==> src/rtl/game_pkg.sv <==
// Shared types and defaults for the Whac-A-Mole round sequencer.
package game_pkg;

  typedef enum logic [2:0] {
    IDLE  = 3'd0,
    READY = 3'd1,
    PLAY  = 3'd2,
    PAUSE = 3'd3,
    OVER  = 3'd4
  } state_t;

  localparam int unsigned DEF_CLKS_PER_MS         = 50000;
  localparam int unsigned DEF_GAME_LENGTH_SECONDS = 20;
  localparam int unsigned DEF_READY_SECONDS       = 3;
  localparam int unsigned MS_PER_SEC              = 1000;
  localparam int unsigned MS_CNT_W                = 10;

  // Width of a millisecond count spanning a whole round.
  function automatic int unsigned ms_width(input int unsigned seconds);
    return $clog2(MS_PER_SEC * seconds);
  endfunction

endpackage

==> src/rtl/ms_tick_gen.sv <==
// One-cycle tick every CLKS_PER_MS clocks; clear holds the prescaler at zero.
module ms_tick_gen
  import game_pkg::*;
#(
  parameter int unsigned CLKS_PER_MS = DEF_CLKS_PER_MS
) (
  input  logic clk,
  input  logic rst,
  input  logic clear,
  output logic tick
);

  localparam int unsigned PW = (CLKS_PER_MS > 1) ? $clog2(CLKS_PER_MS) : 1;
  localparam logic [PW-1:0] LAST = PW'(CLKS_PER_MS - 1);

  logic [PW-1:0] cnt;

  always_ff @(posedge clk) begin
    if (rst || clear) begin
      cnt <= '0;
    end else if (cnt == LAST) begin
      cnt <= '0;
    end else begin
      cnt <= cnt + 1'b1;
    end
  end

  assign tick = !clear && (cnt == LAST);

endmodule

==> src/rtl/game_controller.sv <==
// Round sequencer: IDLE -> READY count-in -> PLAY <-> PAUSE -> OVER.
module game_controller
  import game_pkg::*;
#(
  parameter int unsigned GAME_LENGTH_SECONDS = DEF_GAME_LENGTH_SECONDS,
  parameter int unsigned CLKS_PER_MS         = DEF_CLKS_PER_MS,
  parameter int unsigned READY_SECONDS       = DEF_READY_SECONDS
) (
  input  logic                                     clk,
  input  logic                                     rst,
  input  logic                                     start,
  input  logic                                     pause,
  input  logic [ms_width(GAME_LENGTH_SECONDS)-1:0] time_ms,
  output logic                                     timer_rst,
  output logic                                     timer_enable,
  output logic [2:0]                               state,
  output logic [$clog2(READY_SECONDS+1)-1:0]       ready_digit,
  output logic                                     game_active,
  output logic                                     game_over,
  output logic                                     score_clear
);

  localparam int unsigned RDW = $clog2(READY_SECONDS + 1);

  state_t              state_q;
  state_t              state_d;
  logic [MS_CNT_W-1:0] ms_cnt;
  logic                ms_tick;
  logic                ms_wrap;
  logic                entering_ready;

  ms_tick_gen #(
    .CLKS_PER_MS(CLKS_PER_MS)
  ) u_ms_tick (
    .clk  (clk),
    .rst  (rst),
    .clear(state_q != READY),
    .tick (ms_tick)
  );

  assign ms_wrap        = ms_tick && (ms_cnt == MS_CNT_W'(MS_PER_SEC - 1));
  assign entering_ready = (state_d == READY) && (state_q != READY);
  assign state          = state_q;

  always_comb begin
    state_d = state_q;
    case (state_q)
      IDLE:    if (start) state_d = READY;
      READY:   if (ms_wrap && ready_digit == RDW'(1)) state_d = PLAY;
      // Timer expiry outranks a pause arriving in the same cycle.
      PLAY:    if (time_ms == '0) state_d = OVER;
               else if (pause) state_d = PAUSE;
      PAUSE:   if (pause) state_d = PLAY;
      OVER:    if (start) state_d = READY;
      default: state_d = IDLE;
    endcase
  end

  always_ff @(posedge clk) begin
    if (rst) begin
      state_q      <= IDLE;
      ms_cnt       <= '0;
      ready_digit  <= '0;
      score_clear  <= 1'b0;
      timer_rst    <= 1'b1;
      timer_enable <= 1'b0;
      game_active  <= 1'b0;
      game_over    <= 1'b0;
    end else begin
      state_q <= state_d;

      if (state_q != READY) begin
        ms_cnt <= '0;
      end else if (ms_tick) begin
        ms_cnt <= ms_wrap ? '0 : ms_cnt + 1'b1;
      end

      if (entering_ready) begin
        ready_digit <= RDW'(READY_SECONDS);
      end else if (state_q != READY) begin
        ready_digit <= '0;
      end else if (ms_wrap) begin
        ready_digit <= ready_digit - 1'b1;
      end

      score_clear  <= entering_ready;
      timer_rst    <= (state_d == IDLE) || (state_d == READY);
      timer_enable <= (state_d == PLAY);
      game_active  <= (state_d == PLAY);
      game_over    <= (state_d == OVER);
    end
  end

endmodule

==> config.mk <==
export PLATFORM = sky130hd
export DESIGN_NAME = game_controller
export DESIGN_NICKNAME = d
export VERILOG_FILES = /design/src/rtl/game_pkg.sv /design/src/rtl/ms_tick_gen.sv /design/src/rtl/game_controller.sv
export SDC_FILE = /design/constraint.sdc
export NUM_CORES = 1
export LEC_CHECK = 0
export ABC_AREA = 1
export CORE_MARGIN = 2
export CORE_UTILIZATION = 54
export CTS_CLUSTER_DIAMETER = 200
export DETAILED_ROUTE_END_ITERATION = 7
export GPL_TIMING_DRIVEN = 0
export PLACE_DENSITY_LB_ADDON = 0.25
export SLEW_MARGIN = 25
export SYNTH_ARGS = -nofsm -noshare
export SYNTH_HDL_FRONTEND = slang
export SYNTH_SLANG_ARGS = --single-unit
==> constraint.sdc <==
create_clock -name clk -period 2.01 [get_ports clk]
set_clock_uncertainty 0.1 [all_clocks]
set_input_delay 0.402 -clock clk [delete_from_list [all_inputs] [get_ports clk]]
set_output_delay 0.402 -clock clk [all_outputs]
set_load 0.02 [all_outputs]
==> results.txt <==
The flow ran to the end, and the final reports show no timing, DRC or antenna violations. Adding up every negative setup slack in the final design gives 0 ps. The total die area is 0.00412 sq mm. The fraction of power spent switching nets is 25.2%.

The highest clock frequency the design can meet came out at 515 MHz. The H-tree depth reported by CTS came out at 2. TritonCTS built the clock tree.

The wire length reported by the detailed router is 4.27 mm. The proportion of power drawn by combinational gates is 10.6%. The deepest clock path buffer count came out at 2. Counting flops with a built-in enable in the synthesized netlist gives 0. The residual DRC count is 0.

The total nets after synthesis came out at 318. The via count normalized by instance count came out at 5.13. The warning count from the yosys run came out at 0. The core outline area is 0.00342 sq mm.

Traced cell by cell, the critical path runs through clkdlybuf4s50_1. The analysis attributes to cell leakage a power of 0.000929 uW. TritonCTS created 5 clock buffers. The cell sitting at the root of the clock tree is a sky130_fd_sc_hd__clkbuf_4.

The largest vdd supply drop is 0.000361 V. The routed wire length per instance is 11.3 um. In this run the core area contains 21 standard-cell rows. The die is 64.2 um tall. The via total after detailed routing is 1938. The transition time at the pin with the least slew margin came out at 327 ps. The leading register cell type out of synthesis is sky130_fd_sc_hd__dfxtp_1. The detail route stage leaves a number of antenna-violating nets equal to 0.

The normalized max-slew margin came out at 78.1%. The post-CTS clock slew at the launch and capture registers of the worst setup and hold paths is 110 ps. Of the total power, the clock network draws 30.9%. The area growth from synthesis to layout is 19.8%. Setup violations remaining at the end of the flow were counted as 0. The starting density of the core came out at 57.3%. The detailed router finished its first iteration with 138 violations. At the end of the flow the core is filled with cells to 68.7%. The overflow left after global routing came out at 0. The endpoint class of the critical path is an output port.

The cell-internal power came out at 905 uW. After synthesis the cells add up to 0.00196 sq mm. The number of global-route vias before repair is 1849. The share of post-route cells with drive strength above 1 came out at 6.93%.

The final-report hold violation count is 0. The time the final worst path needs with I/O delays and setup came out at 1940 ps. The first global-routing pass estimated 7.88 mm of wire. The number of max-cap violations is 0.

The antenna cell count came out at 0. The placer's final routability congestion estimate is 0.885. The part of the Yosys area used for sequential elements is 35.8%. The worst setup path category is reg2out.

The required arrival time at the worst endpoint is 1510 ps. Registers are responsible for 58.5% of the overall power. The number of sinks on the clock net came out at 35. The switching power of the nets is 305 uW.

The library cell used most frequently in the layout, excluding fill and tap cells, is sky130_fd_sc_hd__nand2_1. The fraction of registers with async set or reset after synthesis came out at 0%. The number of instances resized during post-cts repair came out at 0. The total track usage is 24.2%.

The cell family contributing the most delay on the critical path is buffers and inverters. Setup repair after global routing left no endpoint under its margin. Among all stages on the critical path, the largest delay is contributed by sky130_fd_sc_hd__clkdlybuf4s50_1. The power density over cell area is 516 mW/mm^2. The total I/O pin count is 29.

The final layout contains 353 nets. Summed over all nets, the half-perimeter wirelength after detailed placement is 3.29 mm. The post-synthesis register bit count is 35.

For this run, the detailed router's first-pass iteration total came to 4. The number of buffers added on ports came out at 28. The register-to-register path setup slack came out at 210 ps.

The largest fanout on the critical path came out at 5. In the layout the commonest cells are sky130_fd_sc_hd__nand2_1 (67), sky130_fd_sc_hd__nor2_1 (44), sky130_fd_sc_hd__inv_1 (41). The number of inserted filler cells in the final layout is 328. The pin count of the biggest net entering global routing is 11.

The clock latency at the later pin of the worst-skew pair came out at 350 ps. Together, buffers and inverters on the worst path number 1. The share of the clock period used by the worst path after layout came out at 96.6%. From left edge to right edge, the die measures 64.2 um. Synthesis produced 296 cells. In this run the worst hold path is classified as reg2reg. The mean instance size in the synthesized netlist came out at 6.62 sq um. The initial antenna violation count was 0.

The delay of the slowest cell on the worst path came out at 640 ps. The critical path startpoint category is a flop. The unique cell type count in the Yosys netlist is 31. After clock tree synthesis, the flow added hold-fix buffers numbering 0. The number of max-slew violations in the final report came to 0.

Data on the critical path arrives at its endpoint at 1440 ps. Buffers added to address setup during post-CTS repair amount to 0.
## power by group through the flow
stage | clock network, uW | registers (uW) | logic, uW
CTS | 377 | 708 | 129
detailed placement | 0 | 724 | 128
global route | 406 | 710 | 142
floorplan | 0 | 732 | 55.8
finish | 374 | 708 | 128
global placement | 0 | 724 | 126
## kinds of logic after synthesis
| logic type | Yosys count | share of synthesized area, % |
|---|---|---|
| AND/OR/NAND/NOR | 169 | 40.1 |
| buffers and inverters | 46 | 9.84 |
| AO/OA/AOI/OAI | 39 | 10.6 |
| flip-flops | 35 | 35.8 |
| XOR/XNOR | 4 | 1.79 |
| adder cells (fa/ha/maj) | 3 | 1.92 |
## per-stage QoR
stage / setup WS (ps) / hold slack, ps / area (sq um) / instances / power, uW
3_5_place_dp: 161 / 340 / 2300 / 370 / 852
6_report: 68.6 / 356 / 2350 / 378 / 1210
2_1_floorplan: 481 / 318 / 1960 / 296 / 788
3_3_place_gp: 236 / 329 / 2300 / 370 / 849
5_1_grt: 0.775 / 378 / 2350 / 378 / 1260
4_1_cts: 66.1 / 355 / 2350 / 378 / 1210
## final cells by class
type                       instances  area (sq um)  area share (%)
buffer                             3          30.0            1.28
clock buffer                       7          45.0            1.92
clock inverter                     1          5.00           0.213
inverter                          43           163            6.93
multi-input combinational        215          1060            45.4
sequential                        35           701            29.9
tap                               46          57.6            2.45
timing repair buffer              28           280            11.9
## registers in the layout (all words and copies together), names as in the netlist
name           cells
game_active        1
game_over          1
ms_cnt            10
ready_digit        2
score_clear        1
state              3
timer_rst          1
u_ms_tick.cnt     16
## routing by layer
metal  vias up  wire (um)  track usage, %
met5         -          0               0
met2        36       2120            42.6
met3         7        142            4.93
met1       873       1950            29.3
met4         0         61            7.98
li1       1022          -               -
## Yosys cell counts (2+ instances only)
| cell type | instances | share of area [%] |
|---|---|---|
| sky130_fd_sc_hd__a21oi_1 | 24 | 6.1 |
| sky130_fd_sc_hd__buf_6 | 2 | 1.2 |
| sky130_fd_sc_hd__dfxtp_1 | 35 | 36 |
| sky130_fd_sc_hd__ha_1 | 3 | 1.9 |
| sky130_fd_sc_hd__inv_1 | 41 | 7.9 |
| sky130_fd_sc_hd__nand2_1 | 67 | 13 |
| sky130_fd_sc_hd__nand2_2 | 2 | 0.64 |
| sky130_fd_sc_hd__nand3_1 | 21 | 5.4 |
| sky130_fd_sc_hd__nand3b_1 | 5 | 1.9 |
| sky130_fd_sc_hd__nand4_1 | 9 | 2.9 |
| sky130_fd_sc_hd__nor2_1 | 44 | 8.4 |
| sky130_fd_sc_hd__nor2_4 | 2 | 1.2 |
| sky130_fd_sc_hd__nor3_1 | 9 | 2.3 |
| sky130_fd_sc_hd__o21ai_0 | 10 | 2.6 |
| sky130_fd_sc_hd__o21bai_1 | 2 | 0.77 |
| sky130_fd_sc_hd__or2_2 | 3 | 0.96 |
| sky130_fd_sc_hd__xor2_1 | 3 | 1.3 |
## final timing paths
kind                               start                     endpoint  cells after the start
max                  state[2]$_SDFF_PP0_                     state[2]                      1
min          u_ms_tick.cnt[0]$_SDFF_PP0_  u_ms_tick.cnt[0]$_SDFF_PP0_                      1
max reg2reg       ms_cnt[0]$_SDFFE_PP0P_       ms_cnt[7]$_SDFFE_PP0P_                      6
min reg2reg  u_ms_tick.cnt[0]$_SDFF_PP0_  u_ms_tick.cnt[0]$_SDFF_PP0_                      1
Power figures use the tool's default switching activity.
